--- src/rtl/ili9341_pkg.sv ---
// Shared types and constants for the ILI9341 pixel-stream generator.
// Pattern modes, FSM encodings and the RGB565 palette reset table.
package ili9341_pkg;

  typedef enum logic [1:0] {
    MODE_SOLID   = 2'd0,
    MODE_HBARS   = 2'd1,
    MODE_CHECKER = 2'd2,
    MODE_BORDER  = 2'd3
  } mode_t;

  localparam logic [1:0] ST_IDLE   = 2'd0;
  localparam logic [1:0] ST_STREAM = 2'd1;
  localparam logic [1:0] ST_DONE   = 2'd2;

  localparam logic [15:0] RGB_YELLOW = 16'hFFE0;
  localparam logic [15:0] RGB_CYAN   = 16'h07FF;
  localparam logic [15:0] RGB_RED    = 16'hF800;
  localparam logic [15:0] RGB_PURPLE = 16'h780F;
  localparam logic [15:0] RGB_BLACK  = 16'h0000;
  localparam logic [15:0] RGB_BLUE   = 16'h001F;

  function automatic logic [15:0] pal_reset(input int idx);
    case (idx)
      0:       return RGB_YELLOW;
      1:       return RGB_CYAN;
      2:       return RGB_RED;
      3:       return RGB_PURPLE;
      4:       return RGB_BLACK;
      default: return RGB_BLUE;
    endcase
  endfunction

endpackage

--- src/rtl/ili9341_frame_gen_palette.sv ---
// Palette register file: one write port, reset table, cur/bar reads.
// The bar read port exists only with ILI9341_PATTERNS_EN defined.
module ili9341_palette
  import ili9341_pkg::*;
#(
  parameter int NUM_SEL    = 8,
  parameter int PIXEL_SIZE = 16,
  localparam int SEL_W = (NUM_SEL > 1) ? $clog2(NUM_SEL) : 1
) (
  input  logic                  clk,
  input  logic                  rst,
  input  logic                  we,
  input  logic [SEL_W-1:0]      waddr,
  input  logic [PIXEL_SIZE-1:0] wdata,
`ifdef ILI9341_PATTERNS_EN
  input  logic [SEL_W-1:0]      bar_addr,
  output logic [PIXEL_SIZE-1:0] bar_data,
`endif
  input  logic [SEL_W-1:0]      cur_addr,
  output logic [PIXEL_SIZE-1:0] cur_data
);

  logic [PIXEL_SIZE-1:0] mem [NUM_SEL];

  // Entries load the reset table; writes land when enabled.
  always_ff @(posedge clk or negedge rst) begin
    if (!rst) begin
      for (int i = 0; i < NUM_SEL; i++)
        mem[i] <= PIXEL_SIZE'(pal_reset(i));
    end else if (we) begin
      mem[waddr] <= wdata;
    end
  end

  assign cur_data = mem[cur_addr];
`ifdef ILI9341_PATTERNS_EN
  assign bar_data = mem[bar_addr];
`endif

endmodule

--- src/rtl/ili9341_frame_gen.sv ---
// Palette/pattern pixel source for the ILI9341 controller.
// Optional patterns (HBARS/CHECKER/BORDER): ILI9341_PATTERNS_EN.
module ili9341_frame_gen
  import ili9341_pkg::*;
#(
  parameter int WIDTH      = 240,
  parameter int HEIGHT     = 320,
  parameter int PIXEL_SIZE = 16,
  parameter int NUM_SEL    = 8,
  parameter int CELL_SHIFT = 4,
  parameter int BAR_SHIFT  = 5,
  localparam int SEL_W = (NUM_SEL > 1) ? $clog2(NUM_SEL) : 1
) (
  input  logic                  clk,
  input  logic                  rst,
  input  logic [SEL_W-1:0]      sel,
  input  logic [1:0]            mode,
  input  logic                  pal_we,
  input  logic [SEL_W-1:0]      pal_addr,
  input  logic [PIXEL_SIZE-1:0] pal_data,
  output logic [PIXEL_SIZE-1:0] pix_data,
  output logic                  pix_valid,
  input  logic                  pix_ready,
  output logic                  frame_start,
  output logic                  frame_done
);

  localparam int XW = (WIDTH > 1) ? $clog2(WIDTH) : 1;
  localparam int YW = (HEIGHT > 1) ? $clog2(HEIGHT) : 1;
  localparam logic [XW-1:0] X_LAST = XW'(WIDTH - 1);
  localparam logic [YW-1:0] Y_LAST = YW'(HEIGHT - 1);

  logic [1:0]            state;
  logic [XW-1:0]         x;
  logic [YW-1:0]         y;
  logic [SEL_W-1:0]      sel_q;
  logic [1:0]            mode_q;
  logic [PIXEL_SIZE-1:0] cur_col;
  logic [PIXEL_SIZE-1:0] pal_cur;
  logic [PIXEL_SIZE-1:0] pix;
  logic                  pend;
  logic                  chg;
  logic                  fire;
  logic                  pal_wr;
`ifdef ILI9341_PATTERNS_EN
  logic [SEL_W-1:0]      cur_sel;
  mode_t                 cur_mode;
  logic [SEL_W-1:0]      bar_idx;
  logic [PIXEL_SIZE-1:0] pal_bar;
`endif

  assign pix_valid   = (state == ST_STREAM);
  assign frame_done  = (state == ST_DONE);
  assign frame_start = pix_valid && (x == '0) && (y == '0);
  assign fire        = pix_valid && pix_ready;
  assign chg         = (sel != sel_q) || (mode != mode_q);
  assign pal_wr      = pal_we && (state != ST_STREAM);

`ifdef ILI9341_PATTERNS_EN
  assign bar_idx = SEL_W'((int'(cur_sel)
                 + int'(y >> BAR_SHIFT)) % NUM_SEL);
`endif

  ili9341_palette #(
    .NUM_SEL    (NUM_SEL),
    .PIXEL_SIZE (PIXEL_SIZE)
  ) u_pal (
    .clk      (clk),
    .rst      (rst),
    .we       (pal_wr),
    .waddr    (pal_addr),
    .wdata    (pal_data),
`ifdef ILI9341_PATTERNS_EN
    .bar_addr (bar_idx),
    .bar_data (pal_bar),
`endif
    .cur_addr (sel),
    .cur_data (pal_cur)
  );

  // Input history and sticky change flag; only IDLE clears it.
  always_ff @(posedge clk or negedge rst) begin
    if (!rst) begin
      sel_q  <= '0;
      mode_q <= '0;
      pend   <= 1'b0;
    end else begin
      sel_q  <= sel;
      mode_q <= mode;
      if (state == ST_IDLE)
        pend <= 1'b0;
      else if (chg || (pal_we && state == ST_DONE))
        pend <= 1'b1;
    end
  end

  // Frame FSM: latch settings, scan x/y, park until a change.
  always_ff @(posedge clk or negedge rst) begin
    if (!rst) begin
      state   <= ST_IDLE;
      x       <= '0;
      y       <= '0;
      cur_col <= '0;
`ifdef ILI9341_PATTERNS_EN
      cur_sel  <= '0;
      cur_mode <= MODE_SOLID;
`endif
    end else begin
      unique case (1'b1)
        (state == ST_IDLE): begin
          cur_col <= pal_cur;
`ifdef ILI9341_PATTERNS_EN
          cur_sel  <= sel;
          cur_mode <= mode_t'(mode);
`endif
          x     <= '0;
          y     <= '0;
          state <= ST_STREAM;
        end
        (state == ST_STREAM): begin
          if (fire) begin
            if (x == X_LAST) begin
              x <= '0;
              if (y == Y_LAST) begin
                y     <= '0;
                state <= ST_DONE;
              end else begin
                y <= y + 1'b1;
              end
            end else begin
              x <= x + 1'b1;
            end
          end
        end
        (state == ST_DONE): begin
          if (pend)
            state <= ST_IDLE;
        end
        default: state <= ST_IDLE;
      endcase
    end
  end

  // Pixel colour from position and latched frame settings.
  always_comb begin
    pix = cur_col;
`ifdef ILI9341_PATTERNS_EN
    unique case (cur_mode)
      MODE_SOLID:   pix = cur_col;
      MODE_HBARS:   pix = pal_bar;
      MODE_CHECKER: begin
        if (x[CELL_SHIFT] ^ y[CELL_SHIFT])
          pix = ~cur_col;
      end
      MODE_BORDER: begin
        if (x == '0 || x == X_LAST ||
            y == '0 || y == Y_LAST)
          pix = ~cur_col;
      end
    endcase
`endif
  end

  assign pix_data = pix_valid ? pix : '0;

endmodule

--- config.mk ---
export PLATFORM = sky130hd
export DESIGN_NAME = ili9341_frame_gen
export DESIGN_NICKNAME = d
export VERILOG_FILES = /design/src/rtl/ili9341_pkg.sv /design/src/rtl/ili9341_frame_gen_palette.sv /design/src/rtl/ili9341_frame_gen.sv
export SDC_FILE = /design/constraint.sdc
export NUM_CORES = 1
export LEC_CHECK = 0
export BUFFER_PORTS_ARGS = -buffer_cell sky130_fd_sc_hd__buf_2
export CAP_MARGIN = 0
export CORE_MARGIN = 2
export CORE_UTILIZATION = 40
export DETAILED_ROUTE_END_ITERATION = 8
export HOLD_SLACK_MARGIN = 0.03
export PLACE_DENSITY = 0.61
export SYNTH_ARGS = -nofsm -noshare
export SYNTH_HDL_FRONTEND = slang
export SYNTH_SLANG_ARGS = --single-unit
--- constraint.sdc ---
create_clock -name clk -period 6.3 [get_ports clk]
set_clock_uncertainty 0.1 [all_clocks]
set_input_delay 1.26 -clock clk [delete_from_list [all_inputs] [get_ports clk]]
set_output_delay 1.26 -clock clk [all_outputs]
set_load 0.02 [all_outputs]
### Yosys cells after proc, flatten, opt, wreduce, memory -nomap -nowiden

Index checks and enable logic that the tools add are counted.

* divide/modulo/power cells: 0
* add/subtract/negate cells: 2
* bitwise logic cells: 2
* shift-type cells: 0
* reductions and logical operators: 16
* multiply operators: 0
* order comparisons: 3
* multiplexer cells: 21
* eq/ne operators: 11

Operator list (count)
* $bwmux 128: 1
* $mux 16: 4
* $bmux 16 s3: 1
* $demux 16 s3: 1
* $mux 9: 3
* $pmux 9 s2: 1
* $mux 8: 2
* $pmux 8 s2: 1
* $ne 2x1->1 const B: 5
* $add 9x1->9 const B: 1
* $eq 9x9->1 const B: 1
* $logic_not 9->1: 1
* $add 8x1->8 const B: 1
* $eq 8x8->1 const B: 1
* $ge 4x4->1 const B: 2
* $logic_not 8->1: 1
* $mux 2: 4
* $not 3->4: 2
* $logic_and 1x1->1: 6
* $pmux 2 s3: 1
* $lt 4x1->1 const B: 1
* $reduce_and 4->1: 1
* $reduce_bool 2->1: 2
* $ne 3x3->1: 1
* other kinds (8): 10

* bits in registers: 169
* bits in latches: 0
* bits in writable memories: 0
* memories: 0
* word-level logic and storage cells: 70
* bits in read-only memories: 0

### Longest topological paths before layout

* word-level depth: 6
* depth in mapped cells: 8
* mapped depth without buffers: 5

### Cells and area by module

From an unflattened synthesis, not the netlist that was laid out.

* cells, all modules: 537
* area total of the unflattened synthesis: 8145.3 um^2

Modules (own cells, without submodules)
* ili9341_palette: times used 1, cells an instance 336, area an instance 5992.0 um^2, seq. area each 3265.6 um^2
* ili9341_frame_gen: times used 1, cells an instance 201, area an instance 2153.3 um^2, seq. area each 1026.0 um^2

### Worst setup path after synthesis

Ideal clock, no wire load.

* kind: register to output
* start point: register state[1]
* end point: output frame_start
* setup slack: 3251 ps
* path buffers: 1
* cell stages (with the launch flop): 6
* data arrival time: 1689 ps
* cell sequence: dfrtp_1 or2b_4 inv_2 clkbuf_1 nand2_1 nor4_1

* word-level cells in the longest chain between the ends: 3

RTL lines
* start: declaration: line ili9341_frame_gen.sv:33 `logic [1:0] state;`
* start signal: assignment: line ili9341_frame_gen.sv:100 `state <= ST_IDLE;`
* start signal: assignment: line ili9341_frame_gen.sv:118 `state <= ST_STREAM;`
* start signal: assignment: line ili9341_frame_gen.sv:126 `state <= ST_DONE;`
* $eq 2x1->1: line ili9341_frame_gen.sv:52 `assign pix_valid = (state == ST_STREAM);`
* $logic_and 1x1->1 (2 in series): line ili9341_frame_gen.sv:54 `assign frame_start = pix_valid && (x == '0) && (y == '0);`
* end: declaration: line ili9341_frame_gen.sv:24 `output logic frame_start,`

Every way passes these cells.

### Final worst setup path

* start point: register state[0]
* end point: output frame_start

The elaborated chain is that of the path after synthesis.

==> impl_metrics.env <==
export IMPL_status="complete, no violations"
export IMPL_cts_tree="yes"
export IMPL_number_of_buffers_and_inverters_on_the_critical_path=2
export IMPL_use_met3=0.03576
export IMPL_final_cell_area_sq_mm=0.008919
export IMPL_worstSetupStartpoint="state[0]"
export IMPL_ctsResizeCount=0
export IMPL_startpoint_type="flip-flop"
export IMPL_core_region_area_sq_mm=0.01940
export IMPL_vias_in_the_first_global_route=4900
export IMPL_drtAntennaViolNets=0
export IMPL_worst_setup_hold_path_clk_slew_ps=60
export IMPL_total_count_of_max_transition_violations_in_the_final_report=0
export IMPL_hp_class="flip-flop to flip-flop"
export IMPL_worst_path_cell_with_the_longest_stage_delay="sky130_fd_sc_hd__dfrtp_1"
export IMPL_grt_max_degree=70
export IMPL_die_width_um=144.6
export IMPL_root_buffer="sky130_fd_sc_hd__clkbuf_16"
export IMPL_design_final_nets=629
export IMPL_post_synth_num_cell_types=55
export IMPL_global_route_overflow_total=0
export IMPL_grt_first_pass_wirelength_mm=26.94
export IMPL_ys_top_cells_by_area="sky130_fd_sc_hd__dfrtp_1 38%, sky130_fd_sc_hd__mux2_2 17%, sky130_fd_sc_hd__dfstp_2 17%"
export IMPL_synth_largest_area_cell="sky130_fd_sc_hd__dfrtp_1"
export IMPL_cts_hold_buf=0
export IMPL_routed_wire_length_per_instance_um=19.20
export IMPL_place_area_sq_mm=0.008356
export IMPL_grt_busiest_layer="met2"
export IMPL_fin_setup_tns_ps=0
export IMPL_yosys_top_cells_count="119 x sky130_fd_sc_hd__dfrtp_1, 119 x sky130_fd_sc_hd__mux2_2, 50 x sky130_fd_sc_hd__dfstp_2"
export IMPL_die_h_um=144.6
export IMPL_postSynthNetCount=590
export IMPL_crit_path_cell_trace="or2b_4, inv_2, nand2_1, nor4_1, buf_2"
export IMPL_wl_mm=16.80
export IMPL_maxCapViolCount=0
export IMPL_layout_cells_non_filler=875
export IMPL_critical_path_top_delay_family="simple AND/OR/NAND/NOR gates"
export IMPL_cts_post_setup_buffers_inserted=0
export IMPL_worst_path_largest_cell_delay_ps=450
export IMPL_skew_pair_late_insertion_delay_ps=420
export IMPL_synthesis_area_per_instance_sq_um=14.17
export IMPL_port_buffer_count=46
export IMPL_cts_htree_levels=4
export IMPL_sequential_fraction_of_the_synthesis_area=0.5428
export IMPL_post_route_drc_count=0
export IMPL_layout_min_cycle_time_ps=3346
export IMPL_synth_ff_latch_count=169
export IMPL_netlist_area_leader_share=0.3766
export IMPL_cts_buffers=17
export IMPL_critPathCaptureType="output port"
export IMPL_synthesis_yosys_warnings=0
export IMPL_rsz0062_at_grt="no"
export IMPL_clock_sinks=169
export IMPL_layout_drive_gt1_share=0.4902
export IMPL_timing_final_ws_setup_ps=2954
export IMPL_synthCells=558
export IMPL_groute_usage_overall=0.1711
export IMPL_first_drt_iteration_drcs=219
export IMPL_post_place_ws_ps=2902
export IMPL_critPathArrivalTime_ps=1990
export IMPL_cts_buffer_depth=2
export IMPL_via_per_inst=5.419
export IMPL_hold_sp="cur_col[9]"
export IMPL_detailedRoute_firstPassIterationCount=5
export IMPL_antenna_found_initial=1
export IMPL_number_of_antenna_diodes=0
export IMPL_power_per_cell_area_mw_per_mm2=251.7
export IMPL_grt_met1_usage=0.2175
export IMPL_async_flop_share=1.000
export IMPL_syn_area_sq_mm=0.007906
export IMPL_initial_cell_density_of_the_core=0.4076
export IMPL_crit_path_max_fanout=24
export IMPL_num_vias=4742
export IMPL_flow_area_growth_from_synthesis_pct=12.80
export IMPL_numPlacedInstances=843
export IMPL_final_period_utilization=0.5312
export IMPL_place_gp_congestion=0.8521
export IMPL_synth_top_flop_cell="sky130_fd_sc_hd__dfrtp_1"
export IMPL_final_hold_viol_count=0
export IMPL_top_level_ports=47
export IMPL_setup_violations=0
export IMPL_reg2reg_from="state[0]"
export IMPL_fmax_ghz=0.2988
export IMPL_dp_hpwl_mm=10.47
export IMPL_grt_use_met2=0.2936
export IMPL_final_core_utilization=0.4598
export IMPL_timing_worst_slew_pin_value_ps=1106
export IMPL_floorplan_rows=51
export IMPL_cellLeakagePower_nw=4.017
export IMPL_edff_count_synth=0
export IMPL_relSlewSlack=0.2609
export IMPL_critPathRequiredTime_ps=4940
export IMPL_peakVddDrop_mv=0.1251
export IMPL_worst_setup_path_type="flip-flop to output port"
export IMPL_floorplan_die_area_sq_mm=0.02091
[power breakdown]
| group | switching [mW] | internal (mW) | leakage [nW] | total [mW] |
|---|---|---|---|---|
| logic | 0.0740 | 0.0466 | 1.69 | 0.121 |
| registers | 0.0208 | 1.11 | 2.05 | 1.13 |
| clock network | 0.411 | 0.584 | 0.280 | 0.995 |
| total | 0.506 | 1.74 | 4.02 | 2.24 |
[layer usage]
| layer | vias up | wire, um |
|---|---|---|
| met5 | - | 12 |
| met4 | 2 | 234 |
| met3 | 18 | 516 |
| met2 | 81 | 8685 |
| met1 | 2504 | 7354 |
| li1 | 2137 | - |
[flip-flops by register name, summed over array words and instances, names as in the netlist]
name and cells:
u_pal.mem 128, mode_q 2, cur_col 16, y 9, pend 1, state 2
sel_q 3, x 8
[tightest hold or removal path, stage by stage, from the launching register on]
cell and delay (ps):
sky130_fd_sc_hd__dfrtp_1 330, sky130_fd_sc_hd__nand2_1 40, sky130_fd_sc_hd__o21ai_0 60
[worst paths after layout]
check / end / slack [ps] / cells after the start
min: cur_col[9] / 370 / 2
max reg2reg: u_pal.mem[27] / 3400 / 5
min reg2reg: cur_col[9] / 370 / 2
max: frame_start / 2950 / 5
min in group asynchronous: y[1] / 620 / 1
max in group asynchronous: u_pal.mem[38] / 4290 / 2
[final cells by class]
class	instances	area, sq um
flip-flops and latches	169	4292
clock inverters	8	71.32
clock buffers	24	491.7
well taps	265	331.6
multi-input cells	348	3413
inverters	8	30.03
fillers	1769	10480
repair buffers	53	289.0
[per-stage QoR]
| stage | power, mW | hold slack [ps] |
|---|---|---|
| after floorplan | 1.207 | 341.8 |
| after global placement | 1.265 | 357.4 |
| after detailed placement | 1.271 | 362.3 |
| after CTS | 2.270 | 376.4 |
| after global routing | 2.331 | 398.4 |
| final | 2.245 | 369.4 |
[cells in the final DEF (no fill, tap or decap), types with 2 or more instances in the layout]
master and count:
sky130_fd_sc_hd__a21o_1 2, sky130_fd_sc_hd__a21oi_1 5, sky130_fd_sc_hd__a22o_1 3, sky130_fd_sc_hd__a31oi_1 3
sky130_fd_sc_hd__a41o_1 2, sky130_fd_sc_hd__a41oi_1 3, sky130_fd_sc_hd__and2_1 16, sky130_fd_sc_hd__and3_1 4
sky130_fd_sc_hd__buf_2 45, sky130_fd_sc_hd__buf_4 7, sky130_fd_sc_hd__clkbuf_1 3, sky130_fd_sc_hd__clkbuf_16 17
sky130_fd_sc_hd__clkbuf_8 4, sky130_fd_sc_hd__clkinv_2 5, sky130_fd_sc_hd__dfrtp_1 119, sky130_fd_sc_hd__dfstp_2 50
sky130_fd_sc_hd__ha_1 4, sky130_fd_sc_hd__inv_1 7, sky130_fd_sc_hd__mux2_2 119, sky130_fd_sc_hd__mux2_4 10
sky130_fd_sc_hd__mux2i_1 16, sky130_fd_sc_hd__mux4_2 32, sky130_fd_sc_hd__nand2_1 32, sky130_fd_sc_hd__nand3_1 9
sky130_fd_sc_hd__nand3b_1 4, sky130_fd_sc_hd__nand4_1 4, sky130_fd_sc_hd__nor2_1 13, sky130_fd_sc_hd__nor2b_1 2
sky130_fd_sc_hd__nor3_1 2, sky130_fd_sc_hd__nor3b_4 2, sky130_fd_sc_hd__nor4_1 4, sky130_fd_sc_hd__o211ai_1 2
sky130_fd_sc_hd__o21ai_0 25, sky130_fd_sc_hd__or3_1 2, sky130_fd_sc_hd__or4_1 2, sky130_fd_sc_hd__xnor2_1 7
[kinds of logic (layout without fill, tap and decap cells)]
kind of cell,after synthesis,count (layout),synth area share
multiplexers,177,177,0.2999
flip-flops,169,169,0.5428
AND/OR/NAND/NOR,107,107,0.07501
AO/OA/AOI/OAI,53,53,0.04273
buffers and inverters,41,93,0.02548
XOR/XNOR,7,7,0.007755
adder cells (fa/ha/maj),4,4,0.006330
(Power assumes the default switching activity.)
